## src/rtl/alu_64_pkg.sv

```systemverilog
// Shared types and opcode constants for the 64-bit Y86-64 execute-stage ALU.
package alu_64_pkg;

    typedef logic signed [63:0] word_t;

    localparam logic [1:0] ALU_ADD = 2'b00;
    localparam logic [1:0] ALU_SUB = 2'b01;
    localparam logic [1:0] ALU_AND = 2'b10;
    localparam logic [1:0] ALU_XOR = 2'b11;

    function automatic logic is_zero(input word_t v);
        return ~(|v);
    endfunction

endpackage

```

## src/rtl/alu_64_if.sv

```systemverilog
// Operand/opcode request and registered result/flags of the ALU, grouped as one bus.
interface alu_64_if;
    import alu_64_pkg::*;

    logic [1:0] opcode;
    word_t      a;
    word_t      b;
    word_t      res;
    logic       overflow;
    logic       zero;

    modport master (
        output opcode, a, b,
        input  res, overflow, zero
    );

    modport slave (
        input  opcode, a, b,
        output res, overflow, zero
    );

endinterface

```

## src/rtl/alu_64_addsub.sv

```systemverilog
// Shared 64-bit adder: subtraction is a + ~b + 1 on the same carry chain.
module alu_64_addsub
    import alu_64_pkg::*;
(
    input  word_t a,
    input  word_t b,
    input  logic  sub,
    output word_t sum,
    output logic  cout,
    output logic  ovf
);

    logic [63:0] b_eff_s;
    logic [64:0] full_s;

    // Operand conditioning, carry chain and signed-overflow detection
    always_comb begin
        b_eff_s = '0;
        full_s  = '0;
        if (sub) begin
            b_eff_s = ~b;
        end else begin
            b_eff_s = b;
        end
        full_s = {1'b0, a} + {1'b0, b_eff_s} + {64'd0, sub};
        sum    = full_s[63:0];
        cout   = full_s[64];
        // Overflow when both effective addends share a sign that the sum does not
        ovf    = (a[63] == b_eff_s[63]) && (full_s[63] != a[63]);
    end

endmodule

```

## src/rtl/alu_64.sv

```systemverilog
// 64-bit ALU (ADD/SUB/AND/XOR) with registered result, overflow and zero flags.
module alu_64
    import alu_64_pkg::*;
(
    input  logic     clk,
    input  logic     rst_n,
    alu_64_if.slave  bus
);

    word_t sum_s;
    logic  as_ovf_s;
    logic  unused_carry_s;
    logic  sub_s;
    word_t and_s;
    word_t xor_s;
    word_t res_s;
    logic  ovf_s;
    logic  zero_s;

    word_t res_r;
    logic  ovf_r;
    logic  zero_r;

    assign sub_s = (bus.opcode == ALU_SUB);

    alu_64_addsub u_addsub (
        .a   (bus.a),
        .b   (bus.b),
        .sub (sub_s),
        .sum (sum_s),
        .cout(unused_carry_s),
        .ovf (as_ovf_s)
    );

    // Logic ops, result select and zero detect for the next register state
    always_comb begin
        and_s  = bus.a & bus.b;
        xor_s  = bus.a ^ bus.b;
        res_s  = 64'sd0;
        ovf_s  = 1'b0;
        case (bus.opcode)
            ALU_ADD: begin
                res_s = sum_s;
                ovf_s = as_ovf_s;
            end
            ALU_SUB: begin
                res_s = sum_s;
                ovf_s = as_ovf_s;
            end
            ALU_AND: begin
                res_s = and_s;
                ovf_s = 1'b0;
            end
            ALU_XOR: begin
                res_s = xor_s;
                ovf_s = 1'b0;
            end
            default: begin
                res_s = 64'sd0;
                ovf_s = 1'b0;
            end
        endcase
        zero_s = is_zero(res_s);
    end

    // Output register stage; reset value reports a zero result
    always_ff @(posedge clk or negedge rst_n) begin
        if (!rst_n) begin
            res_r  <= 64'sd0;
            ovf_r  <= 1'b0;
            zero_r <= 1'b1;
        end else begin
            res_r  <= res_s;
            ovf_r  <= ovf_s;
            zero_r <= zero_s;
        end
    end

    assign bus.res      = res_r;
    assign bus.overflow = ovf_r;
    assign bus.zero     = zero_r;

endmodule

```

## src/flat_wrapper.sv

```systemverilog
// flat-port wrapper written by rule: the top's interface ports become plain ports
module alu_64_flat import alu_64_pkg::*;
  (clk, rst_n, bus_opcode, bus_a, bus_b, bus_res, bus_overflow, bus_zero);
  alu_64_if bus_i ();
  input  logic clk;
  input  logic rst_n;
  input wire logic [$bits(bus_i.opcode)-1:0] bus_opcode;
  input wire logic [$bits(bus_i.a)-1:0] bus_a;
  input wire logic [$bits(bus_i.b)-1:0] bus_b;
  output wire logic [$bits(bus_i.res)-1:0] bus_res;
  output wire logic [$bits(bus_i.overflow)-1:0] bus_overflow;
  output wire logic [$bits(bus_i.zero)-1:0] bus_zero;
  assign bus_i.opcode = bus_opcode;
  assign bus_i.a = bus_a;
  assign bus_i.b = bus_b;
  assign bus_res = bus_i.res;
  assign bus_overflow = bus_i.overflow;
  assign bus_zero = bus_i.zero;
  alu_64 u_core (.clk(clk), .rst_n(rst_n), .bus(bus_i));
endmodule
```

## config.mk

```make
export PLATFORM = sky130hd
export DESIGN_NAME = alu_64_flat
export DESIGN_NICKNAME = d
export VERILOG_FILES = /design/src/rtl/alu_64_pkg.sv /design/src/rtl/alu_64_if.sv /design/src/rtl/alu_64_addsub.sv /design/src/rtl/alu_64.sv /design/src/flat_wrapper.sv
export SDC_FILE = /design/constraint.sdc
export NUM_CORES = 1
export LEC_CHECK = 0
export ABC_AREA = 1
export CORE_MARGIN = 2
export CORE_UTILIZATION = 55
export CTS_CLUSTER_DIAMETER = 40
export DETAILED_ROUTE_END_ITERATION = 8
export PLACE_DENSITY = 0.84
export SYNTH_ARGS = -nofsm -noshare
export SYNTH_HDL_FRONTEND = slang
export SYNTH_SLANG_ARGS = --single-unit
```

## constraint.sdc

```tcl
create_clock -name clk -period 0.8 [get_ports clk]
set_input_delay 0.16 -clock clk [delete_from_list [all_inputs] [get_ports clk]]
set_output_delay 0.16 -clock clk [all_outputs]
set_load 0.02 [all_outputs]
```

==> insert_results.sql, run 1 <==
INSERT INTO impl_metrics (metric_group, metric, value, unit) VALUES
('clock_network', 'root_buffer', 'sky130_fd_sc_hd__clkbuf_16', ''),
('floorplanning', 'die_height', '141', 'um'),
('status', 'error_line', '[ERROR DPL-0038] Utilization greater than 100%, impossible to legalize', ''),
('clock_network', 'numClockSinks', '66', ''),
('logic_synthesis', 'ys_seq_area_frac', '0.161', ''),
('placement', 'gp_congestion', '1.08', ''),
('floorplanning', 'top_level_ports', '198', ''),
('logic_synthesis', 'synth_cell_types', '37', ''),
('logic_synthesis', 'postSynthCellCount', '1740', ''),
('placement', 'numPortBuffers', '197', ''),
('floorplanning', 'floorplan.die.width', '141', 'um'),
('floorplanning', 'initial_utilization', '0.566', ''),
('clock_network', 'tritoncts.num_buffers', '9', ''),
('logic_synthesis', 'synth_warnings', '0', ''),
('status', 'run_status', 'did not finish', ''),
('logic_synthesis', 'ys_top_cells_by_area', 'sky130_fd_sc_hd__nand2_1, sky130_fd_sc_hd__dfrtp_1, sky130_fd_sc_hd__ha_1', ''),
('status', 'failing_step', '4_1_cts', ''),
('logic_synthesis', 'yosys_register_bits', '66', ''),
('placement', 'dp_hpwl', '39400', 'um'),
('clock_network', 'cts.path.max_buffers', '2', ''),
('logic_synthesis', 'yosys_most_used_dff', 'sky130_fd_sc_hd__dfrtp_1', ''),
('logic_synthesis', 'synth_common_cells', 'sky130_fd_sc_hd__nand2_1, sky130_fd_sc_hd__inv_1, sky130_fd_sc_hd__nor2_1, sky130_fd_sc_hd__ha_1, sky130_fd_sc_hd__nand3_1', ''),
('logic_synthesis', 'syn_area_per_cell', '5.91', 'sq um'),
('logic_synthesis', 'synth.most_common_cell', 'sky130_fd_sc_hd__nand2_1', ''),
('logic_synthesis', 'synth_top_area_frac', '0.210', ''),
('placement', 'placedInstanceArea', '15300', 'sq um'),
('logic_synthesis', 'synth_edf_count', '0', ''),
('logic_synthesis', 'synth.net_count', '2000', ''),
('placement', 'numPlacedInstances', '2484', ''),
('clock_network', 'post-cts-setup-buffers', '67', ''),
('clock_network', 'post_cts_hold_buffers', '1', ''),
('floorplanning', 'std_cell_rows', '49', ''),
('logic_synthesis', 'post-synth-top-area-cell', 'sky130_fd_sc_hd__nand2_1', ''),
('clock_network', 'cts_resized', '1025', ''),
('logic_synthesis', 'share_of_async_settable_or_async_resettable_flops_after_synthesis', '1.00', ''),
('clock_network', 'htree_levels', '3', ''),
('logic_synthesis', 'post_synthesis_instance_area', '10300', 'sq um');
==> cells by family after synthesis <==
kind of cell             synth area share
adder cells (fa/ha/maj)             0.157
XOR/XNOR                           0.0562
buffers and inverters               0.137
AND/OR/NAND/NOR                     0.383
AO/OA/AOI/OAI                       0.107
flip-flops                          0.161
==> stage by stage <==
stage          setup WS, ns  utilization
2_1_floorplan         -1.58            -
3_5_place_dp          -3.08        0.843
3_3_place_gp          -2.96        0.843
==> inputs of run 2 (changes only) <==
Settings changed: CORE_UTILIZATION 55 to 40, CTS_CLUSTER_DIAMETER 40 to not set, PLACE_DENSITY 0.84 to not set, PLACE_DENSITY_LB_ADDON set to 0.15.
==> run 2 against run 1 <==
Compared with the run above: the flow now finishes, with violations (negative setup slack); area after synthesis did not move; synthesized cell count did not move.
==> insert_results.sql, run 2 <==
INSERT INTO impl_metrics (metric_group, metric, value, unit) VALUES
('global_routing', 'grt_start_max_net_pins', '63', ''),
('route', 'routedWlPerCell', '18.6', 'um'),
('timing', 'layout_worst_path_cycle_share', '3.67', ''),
('placement', 'numPortBuffers', '197', ''),
('floorplanning', 'initial_utilization', '0.408', ''),
('run', 'max_cap_violations', '0', ''),
('setup_path', 'worst_setup_path_end_kind', 'flip-flop', ''),
('power', 'power.net_switching', '13100', 'uW'),
('route', 'detailedRoute.firstPassIterationCount', '6', ''),
('logic_synthesis', 'ys_top_cells_by_area', 'sky130_fd_sc_hd__nand2_1, sky130_fd_sc_hd__dfrtp_1, sky130_fd_sc_hd__ha_1', ''),
('logic_synthesis', 'synth_edf_count', '0', ''),
('timing', 'worst_slack', '-2.14', 'ns'),
('route', 'detailedRoute.firstIterationViolations', '1188', ''),
('timing', 'max_clock_freq', '340', 'MHz'),
('timing', 'rsz0062_at_grt', 'true', ''),
('power', 'p_sw_frac', '0.451', ''),
('timing', 'slew_viol_final', '0', ''),
('floorplanning', 'top_level_ports', '198', ''),
('setup_path', 'cp-start-kind', 'primary input', ''),
('floorplanning', 'core_area', '25200', 'sq um'),
('layout', 'layout-drive-gt1-share', '0.450', ''),
('layout', 'nets', '2722', ''),
('clock_network', 'numClockSinks', '66', ''),
('route', 'routed_wl', '52000', 'um'),
('power', 'ir_drop', '0.967', 'mV'),
('logic_synthesis', 'synth_cell_types', '37', ''),
('floorplanning', 'die_height', '164', 'um'),
('logic_synthesis', 'syn_area_per_cell', '5.91', 'sq um'),
('power', 'power_frac_comb', '0.706', ''),
('global_routing', 'grt_overflow_total', '0', ''),
('logic_synthesis', 'synth.net_count', '2000', ''),
('setup_path', 'worst_path_dominant_cell_family', 'simple AND/OR/NAND/NOR gates', ''),
('logic_synthesis', 'synth.most_common_cell', 'sky130_fd_sc_hd__nand2_1', ''),
('route', 'number_of_vias_after_detailed_routing', '14600', ''),
('setup_path', 'cp.required', '1.10', 'ns'),
('placement', 'dp_hpwl', '38000', 'um'),
('global_routing', 'antenna_violations_before_repair', '1', ''),
('placement', 'numPlacedInstances', '2680', ''),
('global_routing', 'grtUsageTotal', '0.354', ''),
('layout', 'final-seq-area', '1650', 'sq um'),
('clock_network', 'clk_pin_slew', '0.08', 'ns'),
('timing', 'timing_hold_violations_final', '0', ''),
('logic_synthesis', 'ys_seq_area_frac', '0.161', ''),
('power', 'internal-power', '15900', 'uW'),
('timing', 'relative_slew_slack', '0.485', ''),
('power', 'power.share.clock', '0.152', ''),
('setup_path', 'path_max_fanout', '3', ''),
('setup_path', 'worstPathArrival', '3.24', 'ns'),
('logic_synthesis', 'synth_top_area_frac', '0.210', ''),
('global_routing', 'number_of_global_route_vias_before_repair', '13500', ''),
('setup_path', 'setup.worst_path.class', 'primary input to flip-flop', ''),
('min_path', 'worstHoldPathType', 'primary input to async pin', ''),
('clock_network', 'tritoncts.num_buffers', '9', ''),
('placement', 'gp_congestion', '0.998', ''),
('route', 'via_per_inst', '5.22', ''),
('layout', 'fin_util', '0.783', ''),
('logic_synthesis', 'share_of_async_settable_or_async_resettable_flops_after_synthesis', '1.00', ''),
('logic_synthesis', 'synth_warnings', '0', ''),
('clock_network', 'root_buffer', 'sky130_fd_sc_hd__clkbuf_16', ''),
('setup_path', 'critical_path.cell_chain', 'clkdlybuf4s50_1 -> xnor2_1 -> ha_1 -> nand2_1 -> nand2_2 -> nand2_1 -> nand2_2 -> inv_1 -> nand3_4 -> buf_6 -> nand2_1 -> nand3_1 -> nand2_2 -> nor2_1 -> nand2_1 -> nor2_1 -> nand3_1 -> nor2_1 -> nand2_2 -> nor2_2 -> nand4_1 -> nor2_1', ''),
('logic_synthesis', 'yosys_register_bits', '66', ''),
('route', 'antenna_left', '0', ''),
('layout', 'layout_commonest_cell', 'sky130_fd_sc_hd__buf_4', ''),
('status', 'run_status', 'finished, violations left', ''),
('setup_path', 'timing.critical_path.slowest_stage_cell', 'sky130_fd_sc_hd__clkdlybuf4s50_1', ''),
('placement', 'worst_slack_after_detailed_placement', '-3.24', 'ns'),
('layout', 'final-instance-count-excl-fill', '2798', ''),
('clock_network', 'cts.path.max_buffers', '2', ''),
('layout', 'multi_input_gate_area_in_the_final_layout', '9570', 'sq um'),
('layout', 'layout_fillers', '1771', ''),
('power', 'seq_power_share', '0.141', ''),
('logic_synthesis', 'synth_common_cells', 'sky130_fd_sc_hd__nand2_1, sky130_fd_sc_hd__inv_1, sky130_fd_sc_hd__nor2_1, sky130_fd_sc_hd__ha_1, sky130_fd_sc_hd__nand3_1', ''),
('floorplanning', 'floorplan_die_area', '27000', 'sq um'),
('clock_network', 'htree_levels', '3', ''),
('floorplanning', 'std_cell_rows', '58', ''),
('logic_synthesis', 'post-synth-top-area-cell', 'sky130_fd_sc_hd__nand2_1', ''),
('layout', 'area_delta_synth_final', '91.7', '%'),
('setup_path', 'critical-path-max-stage-delay', '0.46', 'ns'),
('layout', 'largest_reg_flops', '64', ''),
('logic_synthesis', 'postSynthCellCount', '1740', ''),
('floorplanning', 'floorplan.die.width', '164', 'um'),
('timing', 'accumulated_negative_setup_slack', '-130.11', 'ns'),
('global_routing', 'first_pass_grt_wire_length', '72700', 'um'),
('timing', 'worst-slew-pin-transition', '0.772', 'ns'),
('status', 'violations', 'negative setup slack', ''),
('timing', 'finalSetupViolCount', '132', ''),
('clock_network', 'cts_tree', 'done', ''),
('timing', 'time_the_final_worst_path_needs_with_i_o_delays_and_setup', '2.94', 'ns'),
('logic_synthesis', 'post_synthesis_instance_area', '10300', 'sq um'),
('layout', 'final_cell_mix', 'sky130_fd_sc_hd__buf_4, sky130_fd_sc_hd__nand2_1, sky130_fd_sc_hd__inv_1, sky130_fd_sc_hd__nand2_2, sky130_fd_sc_hd__clkdlybuf4s50_1', ''),
('power', 'power.density', '1470', 'nW/um^2'),
('power', 'leakage', '0.0104', 'uW'),
('logic_synthesis', 'yosys_most_used_dff', 'sky130_fd_sc_hd__dfrtp_1', ''),
('setup_path', 'worstPathBufferInverterCount', '3', ''),
('route', 'post-route-drc-count', '0', '');
[run 2: metal layers]
metal | track usage | share of wire
met5 | 0 | 0
met1 | 0.481 | 0.42
met4 | 0.0969 | 0.036
met2 | 0.567 | 0.45
met3 | 0.0747 | 0.094
[run 2: repair_timing]
action	4_1_cts	5_1_grt
hold endpoints to repair	5	0
pin swaps	107	188
endpoints found under the setup margin	132	132
hold buffers	1	0
gates cloned	6	0
gates resized for setup	403	416
buffers inserted	51	47
[run 2: layout make-up]
| class | instances | share of cell area |
|---|---|---|
| multi-input cells | 1301 | 0.486 |
| repair buffers | 735 | 0.327 |
| flip-flops and latches | 66 | 0.0839 |
| clock inverters | 7 | 0.00356 |
| well taps | 330 | 0.0210 |
| clock buffers | 9 | 0.0114 |
| diodes | 1 | 0.000127 |
| inverters | 349 | 0.0676 |
[run 2: power groups by stage]
| stage | Sequential [uW] | Combinational (uW) | Clock [uW] |
|---|---|---|---|
| 2_1_floorplan | 4910 | 6400 | 0 |
| 3_3_place_gp | 4140 | 15500 | 0 |
| 3_5_place_dp | 4160 | 15600 | 0 |
| 4_1_cts | 4100 | 17800 | 4390 |
| 5_1_grt | 4150 | 21700 | 4540 |
| 6_report | 4090 | 20500 | 4420 |
[run 2: per-stage QoR]
stage	instance area (sq um)	hold WS, ns	power [uW]
floorplan	10500	-0.136	11300
global placement	16100	0.0870	19600
detailed placement	16100	0.0846	19800
CTS	18100	0.261	26300
global route	19700	0.288	30300
finish	19700	0.265	29000
[run 2: cell families after synthesis]
kind of cell / synth area share
AND/OR/NAND/NOR: 0.383
buffers and inverters: 0.137
AO/OA/AOI/OAI: 0.107
adder cells (fa/ha/maj): 0.157
XOR/XNOR: 0.0562
flip-flops: 0.161
[run 2: worst paths after layout]
kind                          start            endpoint  slack [ns]  cells after the start
min in group clk           bus_b[2]   u_core.bus.res[2]        0.35                      6
max in group asynchronous     rst_n  u_core.bus.res[17]        0.07                      3
max                        bus_b[7]     u_core.bus.zero       -2.14                     22
min                           rst_n  u_core.bus.res[47]        0.26                      2
Power figures use the tool's default switching activity.
==> inputs of run 3 (changes only) <==
Settings changed: CTS_CLUSTER_DIAMETER set to 120, PLACE_DENSITY_LB_ADDON 0.15 to not set.
==> run 3 against run 2 <==
Compared with the run above: the flow still finishes with violations (negative setup slack); core utilization increased by 3.1 points; sequential share of layout area down 0.32 points; hold slack worse by 0.030 ns; global-route usage rose by 0.86 points; combinational power increased by 5%; count of clock-buffer cells in the layout grew 2; critical endpoint unchanged; largest cell class unchanged; highest routed layer unchanged.
==> insert_results.sql, run 3 (synthesis gave the netlist of run 2 again) <==
INSERT INTO impl_metrics (metric_group, metric, value, unit) VALUES
('route', 'detailedRoute.firstIterationViolations', '1467', ''),
('floorplanning', 'floorplan.die.width', '164', 'um'),
('timing', 'max_clock_freq', '341', 'MHz'),
('layout', 'fin_util', '0.813', ''),
('layout', 'layout_commonest_cell', 'sky130_fd_sc_hd__buf_4', ''),
('setup_path', 'cp-start-kind', 'primary input', ''),
('floorplanning', 'std_cell_rows', '58', ''),
('power', 'ir_drop', '1.04', 'mV'),
('clock_network', 'cts.path.max_buffers', '2', ''),
('global_routing', 'number_of_global_route_vias_before_repair', '14500', ''),
('route', 'detailedRoute.firstPassIterationCount', '6', ''),
('timing', 'rsz0062_at_grt', 'true', ''),
('timing', 'worst-slew-pin-transition', '0.652', 'ns'),
('timing', 'accumulated_negative_setup_slack', '-135.48', 'ns'),
('clock_network', 'tritoncts.num_buffers', '9', ''),
('timing', 'holdWs', '0.235', 'ns'),
('floorplanning', 'top_level_ports', '198', ''),
('global_routing', 'antenna_violations_before_repair', '0', ''),
('global_routing', 'first_pass_grt_wire_length', '75300', 'um'),
('placement', 'dp_hpwl', '37600', 'um'),
('timing', 'slew_viol_final', '0', ''),
('setup_path', 'path_max_fanout', '8', ''),
('placement', 'numPortBuffers', '197', ''),
('clock_network', 'htree_levels', '3', ''),
('timing', 'worst_slack', '-2.13', 'ns'),
('layout', 'final_cell_mix', 'sky130_fd_sc_hd__buf_4, sky130_fd_sc_hd__nand2_1, sky130_fd_sc_hd__inv_1, sky130_fd_sc_hd__nand2_2, sky130_fd_sc_hd__clkdlybuf4s50_1', ''),
('placement', 'placedInstanceArea', '16100', 'sq um'),
('floorplanning', 'die_height', '164', 'um'),
('power', 'leakage', '0.0108', 'uW'),
('power', 'power.density', '1460', 'nW/um^2'),
('layout', 'antennaDiodeCount', '0', ''),
('run', 'max_cap_violations', '0', ''),
('layout', 'final-instance-count-excl-fill', '2810', ''),
('setup_path', 'timing.critical_path.slowest_stage_cell', 'sky130_fd_sc_hd__fa_2', ''),
('layout', 'area_delta_synth_final', '99.3', '%'),
('timing', 'time_the_final_worst_path_needs_with_i_o_delays_and_setup', '2.93', 'ns'),
('floorplanning', 'initial_utilization', '0.408', ''),
('setup_path', 'worst_setup_path_end_kind', 'flip-flop', ''),
('timing', 'finalSetupViolCount', '132', ''),
('status', 'violations', 'negative setup slack', ''),
('route', 'number_of_vias_after_detailed_routing', '15200', ''),
('timing', 'timing_hold_violations_final', '0', ''),
('clock_network', 'clk_pin_slew', '0.08', 'ns'),
('global_routing', 'grt_overflow_total', '0', ''),
('clock_network', 'cts_tree', 'done', ''),
('timing', 'layout_worst_path_cycle_share', '3.66', ''),
('clock_network', 'root_buffer', 'sky130_fd_sc_hd__clkbuf_16', ''),
('timing', 'relative_slew_slack', '0.565', ''),
('global_routing', 'grtUsageTotal', '0.363', ''),
('layout', 'nets', '2736', ''),
('floorplanning', 'core_area', '25200', 'sq um'),
('setup_path', 'setup.worst_path.class', 'primary input to flip-flop', ''),
('min_path', 'worstHoldPathType', 'primary input to async pin', ''),
('placement', 'gp_congestion', '0.991', ''),
('setup_path', 'cp.required', '1.11', 'ns'),
('layout', 'layout-drive-gt1-share', '0.478', ''),
('route', 'antenna_left', '0', ''),
('placement', 'numPlacedInstances', '2674', ''),
('setup_path', 'critical-path-max-stage-delay', '0.38', 'ns'),
('global_routing', 'grt_start_max_net_pins', '37', ''),
('setup_path', 'worstPathArrival', '3.24', 'ns'),
('status', 'run_status', 'finished, violations left', ''),
('clock_network', 'numClockSinks', '66', ''),
('route', 'post-route-drc-count', '0', ''),
('layout', 'stdcell_area', '20500', 'sq um'),
('route', 'routed_wl', '55700', 'um'),
('floorplanning', 'floorplan_die_area', '27000', 'sq um'),
('layout', 'largest_reg_flops', '64', ''),
('route', 'routedWlPerCell', '19.8', 'um'),
('route', 'via_per_inst', '5.42', '');
## run 3: cell count changes in the layout (fill, tap and decap cells not counted), moves of 12 or more
| cell | previous run | this run |
|---|---|---|
| sky130_fd_sc_hd__nand2_1 | 375 | 335 |
| sky130_fd_sc_hd__nand2_4 | 49 | 71 |
| sky130_fd_sc_hd__nand3_1 | 62 | 45 |
| sky130_fd_sc_hd__buf_6 | 76 | 92 |
| sky130_fd_sc_hd__inv_1 | 304 | 289 |
| sky130_fd_sc_hd__inv_2 | 40 | 55 |
| sky130_fd_sc_hd__nand2_2 | 167 | 181 |
| sky130_fd_sc_hd__nor2_2 | 54 | 42 |
## run 3: power breakdown
group	total, uW	switching [uW]	internal (uW)
clock network	4220	1970	2250
registers	4110	192	3920
logic	21600	11500	10100
total	29900	13600	16300
## run 3: metal layers
| layer | GRT usage | vias to the layer above | wire length [um] |
|---|---|---|---|
| met4 | 0.109 | 0 | 2760 |
| met2 | 0.604 | 886 | 25500 |
| met5 | 0 | - | 0 |
| met3 | 0.0583 | 275 | 5290 |
| met1 | 0.482 | 7149 | 22200 |
| li1 | - | 6920 | - |
## run 3: path summary, 6_finish.rpt
check	from	to	slack (ns)	depth (start not counted)
min	rst_n	u_core.bus.res[52]	0.23	2
min in group clk	bus_opcode[1]	u_core.bus.res[30]	0.39	4
max	bus_opcode[1]	u_core.bus.zero	-2.13	26
max in group asynchronous	rst_n	u_core.bus.res[25]	0.10	3
## run 3: repair_timing
action                                 in CTS  in global routing
gates cloned                                3                  2
setup endpoints to repair                 132                132
pin swaps                                 140                189
endpoints found under the hold margin      65                  0
hold buffers                                1                  0
setup buffers                              75                 56
gates resized for setup                   505                415
## run 3: cell type report
type | count | area [sq um]
Timing Repair Buffer | 750 | 6680
Inverter | 349 | 1330
Tap cell | 330 | 413
Fill cell | 1638 | 4700
Sequential cell | 66 | 1650
Clock inverter | 4 | 27.5
Multi-Input combinational cell | 1300 | 10100
Clock buffer | 11 | 253
## run 3: critical path: cells and delay by family
family        cells  cell delay (ns)
simple gates     17             1.71
buf+inv           7             0.81
fa+ha+maj         1             0.38
xor+xnor          1             0.15
## run 3: per-stage QoR
stage / setup slack (ns) / total power, uW
2_1_floorplan: -1.58 / 11300
3_3_place_gp: -3.32 / 19400
3_5_place_dp: -3.29 / 19600
6_report: -2.13 / 29900
4_1_cts: -1.99 / 26500
5_1_grt: -2.25 / 31200
